## src/rtl/hazard_scoreboard_unit.sv

```systemverilog
// Load-use scoreboard and control-hazard stall unit for the ID stage.
// Optional stall statistics counter enabled by defining HDU_STALL_COUNT_EN.
module hazard_scoreboard_unit #(
    parameter int NUM_REGS       = 32,
    parameter int REG_AW         = 5,
    parameter int LOAD_LATENCY   = 1,
    parameter int BRANCH_PENALTY = 2
) (
    input  logic              Clk,
    input  logic              Reset,
    input  logic              IDU_Valid,
    input  logic [REG_AW-1:0] IDU_RsReg,
    input  logic [REG_AW-1:0] IDU_RtReg,
    input  logic              IDU_UsesRs,
    input  logic              IDU_UsesRt,
    input  logic [REG_AW-1:0] IDU_DstReg,
    input  logic              IDU_IsLoad,
    input  logic              IDU_Jump,
    output logic              Stall,
    output logic [1:0]        HazardType,
    output logic [15:0]       StallCount
);

    typedef enum logic {
        IDLE,
        CTRL_WAIT
    } ctrl_state_e;

    typedef enum logic [1:0] {
        HZ_NONE     = 2'b00,
        HZ_LOAD_USE = 2'b01,
        HZ_CONTROL  = 2'b10,
        HZ_RESET    = 2'b11
    } hazard_e;

    localparam logic [2:0] LOAD_CNT   = 3'(LOAD_LATENCY);
    localparam logic [2:0] BRANCH_CNT = 3'(BRANCH_PENALTY);

    logic [2:0]  sb_cnt [NUM_REGS];
    logic        rs_pending;
    logic        rt_pending;
    logic        load_use;
    logic        ctrl_stall;
    logic        stall;
    logic        accept;
    logic        set_entry;
    ctrl_state_e state, state_next;
    logic [2:0]  ctrl_cnt, ctrl_cnt_next;
    hazard_e     hazard;

    // Register lookup is a compare loop so an address beyond NUM_REGS reads as not pending.
    always_comb begin
        // NOTE: every always_comb output gets a default first so no path can infer a latch.
        rs_pending = 1'b0;
        rt_pending = 1'b0;
        for (int i = 0; i < NUM_REGS; i++) begin
            if (IDU_RsReg == REG_AW'(i) && sb_cnt[i] != 3'd0) rs_pending = 1'b1;
            if (IDU_RtReg == REG_AW'(i) && sb_cnt[i] != 3'd0) rt_pending = 1'b1;
        end
    end

    assign load_use   = IDU_Valid & ((IDU_UsesRs & rs_pending) | (IDU_UsesRt & rt_pending));
    assign ctrl_stall = (state == CTRL_WAIT);
    assign stall      = Reset | ctrl_stall | load_use;
    assign accept     = IDU_Valid & ~stall;
    assign set_entry  = accept & IDU_IsLoad & (IDU_DstReg != '0);
    assign Stall      = stall;

    // NOTE: the scoreboard is a small flop array, not RAM, so it is cleared by the async reset.
    always_ff @(posedge Clk or posedge Reset) begin
        if (Reset) begin
            for (int i = 0; i < NUM_REGS; i++) sb_cnt[i] <= 3'd0;
        end else begin
            for (int i = 0; i < NUM_REGS; i++) begin
                // NOTE: sequential state uses non-blocking assignment so all flops update together.
                if (set_entry && IDU_DstReg == REG_AW'(i)) begin
                    sb_cnt[i] <= LOAD_CNT;
                end else if (sb_cnt[i] != 3'd0) begin
                    sb_cnt[i] <= sb_cnt[i] - 3'd1;
                end
            end
        end
    end

    always_ff @(posedge Clk or posedge Reset) begin
        if (Reset) begin
            state    <= IDLE;
            ctrl_cnt <= 3'd0;
        end else begin
            state    <= state_next;
            ctrl_cnt <= ctrl_cnt_next;
        end
    end

    always_comb begin
        state_next    = state;
        ctrl_cnt_next = ctrl_cnt;
        case (state)
            IDLE: begin
                if (accept && IDU_Jump) begin
                    state_next    = CTRL_WAIT;
                    ctrl_cnt_next = BRANCH_CNT;
                end
            end
            CTRL_WAIT: begin
                if (ctrl_cnt <= 3'd1) begin
                    state_next    = IDLE;
                    ctrl_cnt_next = 3'd0;
                end else begin
                    ctrl_cnt_next = ctrl_cnt - 3'd1;
                end
            end
            default: begin
                state_next    = IDLE;
                ctrl_cnt_next = 3'd0;
            end
        endcase
    end

    always_comb begin
        hazard = HZ_NONE;
        if (Reset)           hazard = HZ_RESET;
        else if (ctrl_stall) hazard = HZ_CONTROL;
        else if (load_use)   hazard = HZ_LOAD_USE;
    end

    assign HazardType = hazard;

`ifdef HDU_STALL_COUNT_EN
    logic [15:0] stall_count;

    always_ff @(posedge Clk or posedge Reset) begin
        if (Reset) begin
            stall_count <= 16'd0;
        end else if (stall && stall_count != 16'hFFFF) begin
            stall_count <= stall_count + 16'd1;
        end
    end

    assign StallCount = stall_count;
`else
    assign StallCount = 16'd0;
`endif

endmodule

```

## config.mk

```make
export PLATFORM = sky130hd
export DESIGN_NAME = hazard_scoreboard_unit
export DESIGN_NICKNAME = d
export VERILOG_FILES = /design/src/rtl/hazard_scoreboard_unit.sv
export SDC_FILE = /design/constraint.sdc
export NUM_CORES = 1
export LEC_CHECK = 0
export BUFFER_PORTS_ARGS = -buffer_cell sky130_fd_sc_hd__buf_2
export CAP_MARGIN = 20
export CORE_UTILIZATION = 45
export DETAILED_ROUTE_END_ITERATION = 16
export SKIP_LAST_GASP = 1
export SYNTH_ARGS = -nofsm -noshare
export SYNTH_HDL_FRONTEND = slang
export SYNTH_SLANG_ARGS = --single-unit
```

## constraint.sdc

```tcl
create_clock -name Clk -period 4.4 [get_ports Clk]
set_input_delay 0.66 -clock Clk [delete_from_list [all_inputs] [get_ports Clk]]
set_output_delay 0.66 -clock Clk [all_outputs]
set_load 0.005 [all_outputs]
```

==> impl_metrics.env, run 1 <==
export IMPL_status="finished, final reports clean"
export IMPL_synth_xor_area_share_pct=4.22
export IMPL_die_h_um=123
export IMPL_htree_levels=3
export IMPL_drive_gt1_share_pct=7.46
export IMPL_synthSimpleGateAreaFrac_pct=13.9
export IMPL_cpMaxStageDelayCell="nor2b_1"
export IMPL_syn_inst=730
export IMPL_coreArea_sq_um=14500
export IMPL_synth_compound_area_share_pct=17.2
export IMPL_numPortBuffers=24
export IMPL_post_route_period_util_pct=80.0
export IMPL_viasPerCell=5.33
export IMPL_powerDensity_nw_per_um2=717
export IMPL_ir_drop_mv=0.285
export IMPL_end_kind="output pin"
export IMPL_worst_slew_pin_transition_ns=0.982
export IMPL_synth_ff_type="dfrtp_1"
export IMPL_rsz0062_at_grt="no"
export IMPL_cp_max_fo=5
export IMPL_synth_edff_count=0
export IMPL_route_detailed_drc=0
export IMPL_grt_pass1_wl_um=23600
export IMPL_cts_tree="done"
export IMPL_grt_ovfl_total=0
export IMPL_avgRoutedWirePerCell_um=15.5
export IMPL_grt_antenna_before_repair=0
export IMPL_die_w_um=123
export IMPL_synth_most_common_cell="dfrtp_1"
export IMPL_hold_violations=0
export IMPL_cts_hold_buf=0
export IMPL_clockBufferDepth=2
export IMPL_syn2layout_area_growth_pct=6.74
export IMPL_setup_tns_ns=0
export IMPL_worstPathRequired_ns=3.74
export IMPL_ant_nets=0
export IMPL_initialDrtViolationCount=333
export IMPL_syn_area_per_cell_sq_um=9.10
export IMPL_max_freq_mhz=284
export IMPL_cts_made_buffers=9
export IMPL_grt_max_degree=91
export IMPL_fin_ws_ns=0.879
export IMPL_yosysTopAreaCell="dfrtp_1"
export IMPL_final_util_pct=49.0
export IMPL_slowest_delay_ns=0.40
export IMPL_drv_slew=0
export IMPL_dpl_worst_slack_ns=0.981
export IMPL_clk_insertion_delay_late_ns=0.36
export IMPL_ys_async_sr_fraction_pct=100
export IMPL_cts_root_buf="clkbuf_16"
export IMPL_setup_viol_count_final=0
export IMPL_clk_pin_slew_ns=0.07
export IMPL_muxShareOfSynthArea_pct=5.44
export IMPL_ios=41
export IMPL_routed_wl_um=14500
export IMPL_path_cells="inv_1 -> ha_1 -> nor2b_1 -> a211oi_1 -> a211oi_1 -> o2111ai_1 -> a221oi_4 -> o31ai_1 -> buf_2"
export IMPL_period_needed_ns=3.52
export IMPL_track_usage_pct=20.6
export IMPL_synth_top_family_by_area="compound AO/OA/AOI/OAI gates"
export IMPL_num_rows=44
export IMPL_num_vias=4979
export IMPL_post_dp_hpwl_um=10500
export IMPL_syn_area_sq_um=6640
export IMPL_cts_setup_buffers=0
export IMPL_synth_top_cell_area_share_pct=37.7
export IMPL_die_area_sq_um=15200
export IMPL_cts_resized=0
export IMPL_firstDrtPassIters=4
export IMPL_arrival_ns=2.86
export IMPL_fin_skew_ns=0.0101
export IMPL_ys_seq_area_share_pct=37.7
export IMPL_min_path_type="input port to asynchronous set/reset pin"
export IMPL_maxCapViolCount=0
export IMPL_antenna_cells=0
export IMPL_place_gp_congestion=0.901
export IMPL_synth_fa_ha_area_share_pct=12.4
export IMPL_yosysUniqueCellTypes=57
export IMPL_ys_ff_latch=100
export IMPL_yosys_warnings=0
export IMPL_fillers=1370
export IMPL_synth_area_leaders="dfrtp_1 38%, ha_1 12%, a21oi_1 7.2%, nor2_1 5.5%, inv_1 4.7%"
export IMPL_critical_path_startpoint_type="flop"
export IMPL_cpMostUsedCell="a211oi_1"
export IMPL_synth_common_cells="100 x dfrtp_1, 97 x nor2_1, 96 x a21oi_1"
export IMPL_fin_nets=834
export IMPL_path_class="flop to output pin"
export IMPL_cts_sinks=100
export IMPL_slew_headroom_pct=34.6
export IMPL_grt_pass1_vias=4747
export IMPL_initial_utilization_pct=45.9
export IMPL_leakage_uw=0.00342
## metal layers
layer | part of all wire, % | GRT usage [%] | vias up | routed length [um]
li1 | - | - | 2461 | -
met1 | 47 | 26.9 | 2393 | 6800
met2 | 47 | 33.9 | 105 | 6770
met3 | 4.2 | 3.87 | 20 | 601
met4 | 2.1 | 7.61 | 0 | 297
met5 | 0 | 0 | - | 0
## registers in the layout, summed over array words and instances, names as in the netlist
name and count:
sb_cnt 96, ctrl_stall 1, ctrl_cnt 3
## final cells by class
cell class / instances / area, sq um / share of cell area, %
multi-input cells: 521 / 3610 / 50.9
flip-flops and latches: 100 / 2500 / 35.3
inverters: 85 / 322 / 4.54
clock buffers: 12 / 246 / 3.48
well taps: 184 / 230 / 3.25
repair buffers: 29 / 158 / 2.22
clock inverters: 4 / 25.0 / 0.353
## worst max-delay path: cells and delay by family, from the launching register on
family | cells | cell delay (ns)
fa+ha+maj | 1 | 0.15
compound gates | 5 | 1.33
simple gates | 1 | 0.40
flops | 1 | 0.39
buf+inv | 2 | 0.25
## worst paths after layout
path | start | end | slack (ns) | depth (start not counted)
min reg2reg | sb_cnt[93] | sb_cnt[93] | 0.49 | 1
max reg2reg | sb_cnt[0] | sb_cnt[4] | 0.97 | 9
min in group Clk | sb_cnt[93] | sb_cnt[93] | 0.49 | 1
max in group asynchronous | Reset | sb_cnt[1] | 2.87 | 3
max | sb_cnt[0] | HazardType[0] | 0.88 | 9
min | Reset | sb_cnt[45] | 0.40 | 2
## where the power goes
group	leakage [uW]	internal (uW)	switching [uW]
Sequential	0.00120	1420	293
Clock	0.000129	398	354
Combinational	0.00210	1230	1390
Total	0.00342	3050	2040
## metrics by stage
stage	hold WS (ns)	total power (uW)	cell area, sq um	std cells
after floorplan	0.446	3850	6700	745
after global placement	0.468	4160	6820	919
after detailed placement	0.482	4350	6820	919
after CTS	0.433	5130	7090	935
after global routing	0.447	5620	7090	935
final	0.400	5080	7090	935
## cells by family (layout without fill, tap and decap cells)
family,count (synthesis),count (layout)
compound gates,183,183
xor+xnor,32,32
fa+ha+maj,66,66
buf+inv,124,130
flops,100,100
mux,31,31
other cells,1,16
simple gates,193,193
## cells in the final DEF, fill, tap and decap left out, drive strengths merged, types with 5 or more instances in the layout
master / synthesis / layout
o22ai: 6 / 6
clkbuf: 4 / 12
mux2i: 26 / 26
nand2: 17 / 17
o21ai: 8 / 8
a21o: 27 / 27
dfrtp: 100 / 100
a31oi: 12 / 12
buf: 35 / 29
ha: 66 / 66
xnor2: 32 / 32
nand2b: 10 / 10
nor2: 97 / 97
a21oi: 96 / 96
a211oi: 7 / 7
nor3b: 5 / 5
conb: 1 / 16
nor2b: 35 / 35
inv: 85 / 85
nor3: 11 / 11
Note: power is estimated with default switching activity, not from simulation.
==> run 2, diff against run 1 <==
--- a/config.mk
+++ b/config.mk
@@ -5,6 +5,7 @@
 export SDC_FILE = /design/constraint.sdc
 export NUM_CORES = 1
 export LEC_CHECK = 0
+export ABC_AREA = 1
 export BUFFER_PORTS_ARGS = -buffer_cell sky130_fd_sc_hd__buf_2
 export CAP_MARGIN = 20
 export CORE_UTILIZATION = 45
==> constraint.sdc (replaced) <==
create_clock -name Clk -period 3.1 [get_ports Clk]
set_input_delay 0.465 -clock Clk [delete_from_list [all_inputs] [get_ports Clk]]
set_output_delay 0.465 -clock Clk [all_outputs]
set_load 0.005 [all_outputs]
==> impl_metrics.env, run 2 <==
export IMPL_min_path_type="input port to asynchronous set/reset pin"
export IMPL_synth_xor_area_share_pct=4.00
export IMPL_fin_skew_ns=0.00882
export IMPL_path_class="flop to output pin"
export IMPL_muxShareOfSynthArea_pct=0
export IMPL_cts_sinks=100
export IMPL_critical_path_startpoint_type="flop"
export IMPL_layout_cells_most_common="nand2_1"
export IMPL_synth_top_cell_area_share_pct=36.9
export IMPL_fin_nets=1053
export IMPL_synth_area_leaders="dfrtp_1 37%, nand2_1 12%, ha_1 12%, nor2_1 8.1%, inv_1 7.8%"
export IMPL_cts_hold_buf=0
export IMPL_leakage_uw=0.00397
export IMPL_hold_violations=0
export IMPL_syn2layout_area_growth_pct=7.94
export IMPL_num_vias=5685
export IMPL_die_h_um=125
export IMPL_ant_nets=0
export IMPL_worstPathRequired_ns=2.63
export IMPL_yosysUniqueCellTypes=20
export IMPL_final_cell_mix="221 x nand2_1, 146 x nor2_1, 140 x inv_1"
export IMPL_route_detailed_drc=5
export IMPL_worst_slew_pin_transition_ns=0.665
export IMPL_maxCapViolCount=0
export IMPL_ir_drop_mv=0.620
export IMPL_drive_gt1_share_pct=5.36
export IMPL_initial_utilization_pct=46.4
export IMPL_synth_top_family_by_area="simple AND/OR/NAND/NOR gates"
export IMPL_combPwrFrac_pct=47.3
export IMPL_grt_pass1_vias=5299
export IMPL_status="complete, but fails checks"
export IMPL_yosys_warnings=0
export IMPL_grt_antenna_before_repair=0
export IMPL_period_needed_ns=2.89
export IMPL_antenna_cells=0
export IMPL_ios=41
export IMPL_max_freq_mhz=345
export IMPL_switching_share_pct=41.3
export IMPL_rsz0062_at_grt="no"
export IMPL_place_gp_congestion=0.968
export IMPL_synth_ff_type="dfrtp_1"
export IMPL_cts_made_buffers=9
export IMPL_pwr_share_clk_pct=17.4
export IMPL_post_route_period_util_pct=93.4
export IMPL_yosysTopAreaCell="dfrtp_1"
export IMPL_die_w_um=125
export IMPL_fillers=1469
export IMPL_syn_area_sq_um=6790
export IMPL_routed_wl_um=15000
export IMPL_syn_area_per_cell_sq_um=7.19
export IMPL_switchingPower_uw=2720
export IMPL_powerDensity_nw_per_um2=898
export IMPL_synthSimpleGateAreaFrac_pct=23.8
export IMPL_initialDrtViolationCount=310
export IMPL_num_rows=44
export IMPL_ys_seq_area_share_pct=36.9
export IMPL_clockBufferDepth=2
export IMPL_cp_max_fo=5
export IMPL_cts_root_buf="clkbuf_16"
export IMPL_post_dp_hpwl_um=11100
export IMPL_cts_tree="done"
export IMPL_ys_async_sr_fraction_pct=100
export IMPL_drv_slew=0
export IMPL_avgRoutedWirePerCell_um=13.0
export IMPL_setup_viol_count_final=0
export IMPL_grt_ovfl_total=0
export IMPL_viasPerCell=4.93
export IMPL_htree_levels=3
export IMPL_slew_headroom_pct=55.6
export IMPL_syn_inst=944
export IMPL_final_util_pct=50.0
export IMPL_holdWs_ns=0.276
export IMPL_setup_tns_ns=0
export IMPL_coreArea_sq_um=14600
export IMPL_cts_setup_buffers=0
export IMPL_dpl_worst_slack_ns=0.470
export IMPL_power_internal_uw=3860
export IMPL_seq_power_share_pct=35.2
export IMPL_synth_fa_ha_area_share_pct=12.2
export IMPL_synth_most_common_cell="nand2_1"
export IMPL_arrival_ns=2.43
export IMPL_synth_edff_count=0
export IMPL_synth_compound_area_share_pct=11.6
export IMPL_clk_insertion_delay_late_ns=0.36
export IMPL_synth_common_cells="221 x nand2_1, 146 x nor2_1, 141 x inv_1"
export IMPL_grt_pass1_wl_um=25800
export IMPL_clk_pin_slew_ns=0.07
export IMPL_die_area_sq_um=15600
export IMPL_firstDrtPassIters=11
export IMPL_violations="DRC"
export IMPL_numPortBuffers=24
export IMPL_end_kind="output pin"
export IMPL_top_register="sb_cnt"
export IMPL_finalPower_uw=6580
export IMPL_grt_max_degree=101
export IMPL_cts_resized=0
export IMPL_ys_ff_latch=100
export IMPL_track_usage_pct=21.1
export IMPL_fin_ws_ns=0.206
export IMPL_largest_reg_flops=96
## run 2: cell families after synthesis
group / after synthesis
and+or+nand+nor: 412
xor gates and xnor gates: 31
other: 1
buffers and inverters: 179
adders and majority gates: 66
DFF: 100
AOI/OAI and AO/OA: 155
## run 2: area by class of cell
cell class / instances / area (sq um) / share of cell area [%]
timing repair buffer: 27 / 168 / 2.29
inverter: 147 / 556 / 7.58
tap: 184 / 230 / 3.14
clock inverter: 6 / 63.8 / 0.871
multi-input combinational: 680 / 3570 / 48.7
clock buffer: 10 / 239 / 3.26
sequential: 100 / 2500 / 34.1
## run 2: power groups by stage
stage,clock (uW),sequential (uW),combinational [uW]
floorplan,0,2270,2550
global placement,0,2330,3070
detailed placement,0,2330,3130
CTS,1180,2320,3150
global route,1240,2400,3780
finish,1150,2320,3110
## run 2: path summary, 6_finish.rpt
| check | start | end | slack, ns | depth (start not counted) |
|---|---|---|---|---|
| min in group Clk | IDU_Jump | ctrl_cnt[1] | 0.46 | 5 |
| worst max register to register | sb_cnt[15] | sb_cnt[70] | 0.43 | 16 |
| worst max-delay path | sb_cnt[15] | HazardType[0] | 0.21 | 16 |
| worst min register to register | sb_cnt[93] | sb_cnt[93] | 0.47 | 1 |
| max in group asynchronous | Reset | sb_cnt[37] | 2.40 | 3 |
| worst min-delay path | Reset | sb_cnt[13] | 0.28 | 3 |
## run 2: worst max-delay path: stages, from the launching register on
cell and delay, ns:
dfrtp_1 0.38, inv_1 0.09, ha_1 0.14, inv_1 0.04, nor2_1 0.30, nor2_1 0.08
nand2_1 0.07, nand2_1 0.06, nor2_1 0.11, nand3_1 0.13, nor2_1 0.17, nand2_1 0.10
nand2_1 0.09, nand2_1 0.07, nand2_1 0.07, o21ai_0 0.06, buf_2 0.13
## run 2: metal layers
| layer | GRT usage (%) | vias up | part of all wire (%) | routed length, um |
|---|---|---|---|---|
| met5 | 0 | - | 0 | 0 |
| met4 | 6.60 | 0 | 1.7 | 252 |
| met3 | 3.87 | 18 | 4.5 | 680 |
| met2 | 32.9 | 123 | 44 | 6540 |
| met1 | 29.6 | 2594 | 50 | 7480 |
| li1 | - | 2950 | - | - |
## run 2: per-stage QoR
stage                     instances  area, sq um
final                          1154         7330
after global routing           1154         7330
after CTS                      1154         7330
after detailed placement       1138         7030
after global placement         1138         7030
after floorplan                 959         6850
==> run 3, diff against run 2 <==
--- a/config.mk
+++ b/config.mk
@@ -8,7 +8,7 @@
 export ABC_AREA = 1
 export BUFFER_PORTS_ARGS = -buffer_cell sky130_fd_sc_hd__buf_2
 export CAP_MARGIN = 20
-export CORE_UTILIZATION = 45
+export CORE_UTILIZATION = 40
 export DETAILED_ROUTE_END_ITERATION = 16
 export SKIP_LAST_GASP = 1
 export SYNTH_ARGS = -nofsm -noshare
==> impl_metrics.env, run 3 (same netlist as run 2, synthesis figures left out) <==
export IMPL_status="finished, final reports clean"
export IMPL_dpl_worst_slack_ns=0.449
export IMPL_largest_reg_flops=96
export IMPL_ios=41
export IMPL_htree_levels=3
export IMPL_slew_headroom_pct=54.7
export IMPL_cts_tree="done"
export IMPL_antenna_cells=0
export IMPL_clk_insertion_delay_late_ns=0.36
export IMPL_cts_hold_buf=0
export IMPL_clk_pin_slew_ns=0.07
export IMPL_post_route_period_util_pct=91.4
export IMPL_ir_drop_mv=0.354
export IMPL_place_gp_congestion=0.945
export IMPL_numPortBuffers=24
export IMPL_avgRoutedWirePerCell_um=12.8
export IMPL_initial_utilization_pct=40.9
export IMPL_num_rows=47
export IMPL_final_cell_area_sq_um=7430
export IMPL_maxCapViolCount=0
export IMPL_initialDrtViolationCount=346
export IMPL_worstPathRequired_ns=2.63
export IMPL_holdWs_ns=0.272
export IMPL_arrival_ns=2.37
export IMPL_die_area_sq_um=17500
export IMPL_fin_ws_ns=0.267
export IMPL_die_w_um=132
export IMPL_fin_skew_ns=0.0122
export IMPL_cts_resized=0
export IMPL_coreArea_sq_um=16600
export IMPL_period_needed_ns=2.83
export IMPL_grt_ovfl_total=0
export IMPL_setup_viol_count_final=0
export IMPL_fin_nets=1057
export IMPL_min_path_type="input port to asynchronous set/reset pin"
export IMPL_end_kind="output pin"
export IMPL_rrSetupSlack_ns=0.47
export IMPL_worst_r2r_path_depth=16
export IMPL_cts_sinks=100
export IMPL_cp_max_fo=7
export IMPL_dpl_instance_area_sq_um=7110
export IMPL_reg2reg_to="sb_cnt[9]"
export IMPL_finalPower_uw=6640
export IMPL_viasPerCell=4.76
export IMPL_max_freq_mhz=353
export IMPL_grt_pass1_vias=5220
export IMPL_fillers=1716
export IMPL_drive_gt1_share_pct=5.75
export IMPL_clockBufferDepth=2
export IMPL_grt_max_degree=101
export IMPL_powerDensity_nw_per_um2=894
export IMPL_cts_made_buffers=9
export IMPL_firstDrtPassIters=5
export IMPL_setup_tns_ns=0
export IMPL_leakage_uw=0.00400
export IMPL_routed_wl_um=15300
export IMPL_num_vias=5682
export IMPL_cts_setup_buffers=0
export IMPL_route_detailed_drc=0
export IMPL_grt_antenna_before_repair=0
export IMPL_track_usage_pct=18.6
export IMPL_path_class="flop to output pin"
export IMPL_rsz0062_at_grt="no"
export IMPL_cts_root_buf="clkbuf_16"
export IMPL_worst_slew_pin_transition_ns=0.678
export IMPL_final_cell_mix="221 x nand2_1, 146 x nor2_1, 140 x inv_1"
export IMPL_hold_violations=0
export IMPL_ant_nets=0
export IMPL_drv_slew=0
export IMPL_r2r_start="sb_cnt[84]"
export IMPL_grt_pass1_wl_um=25700
export IMPL_critical_path_startpoint_type="flop"
export IMPL_syn2layout_area_growth_pct=9.38
export IMPL_die_h_um=132
export IMPL_top_register="sb_cnt"
export IMPL_layout_cells_most_common="nand2_1"
export IMPL_post_dp_hpwl_um=11500
## run 3: final cells by class
cell class	instances	area [sq um]	share of cell area, %
clock buffer	11	253	3.40
clock inverter	5	60.1	0.809
inverter	147	556	7.48
multi-input combinational	680	3570	48.1
sequential	100	2500	33.7
tap	220	275	3.71
timing repair buffer	31	210	2.83
## run 3: routing by layer
metal	up-vias	global-route usage [%]	wire length [um]
met3	18	3.65	708
met4	0	5.62	265
li1	2970	-	-
met1	2600	26.0	7530
met5	-	0	0
met2	94	29.1	6820
## run 3: where the power goes
part           switching [uW]  internal, uW  total [uW]
registers                 311          2000        2310
logic                    1920          1230        3150
clock network             505           671        1180
total                    2740          3900        6640
## run 3: critical path, cell delays in order (launching register included)
cell,delay [ns]
dfrtp_1,0.35
inv_1,0.06
ha_1,0.19
ha_1,0.19
inv_1,0.22
nand3_1,0.12
nand2_1,0.09
nor2_1,0.04
nand2_1,0.07
o21ai_1,0.10
nand2_1,0.09
nand2_1,0.06
nand2_1,0.10
nand2_1,0.07
o21ai_0,0.14
buf_2,0.13
## run 3: worst max-delay path by stage
stage | from | end | slack, ns | cells past startpoint
detailed placement | sb_cnt[15] | sb_cnt[90] | 0.45 | 17
finish | sb_cnt[90] | HazardType[0] | 0.27 | 15
global route | sb_cnt[90] | HazardType[0] | 0.01 | 15
floorplan | Reset | HazardType[0] | 0.44 | 2
CTS | sb_cnt[15] | HazardType[0] | 0.26 | 16
global placement | sb_cnt[12] | sb_cnt[9] | 0.50 | 17
## run 3: metrics by stage
stage          instances  util (%)
5_1_grt             1194      44.8
3_5_place_dp        1178      42.9
3_3_place_gp        1178      42.9
6_report            1194      44.8
2_1_floorplan        959         -
4_1_cts             1194      44.8
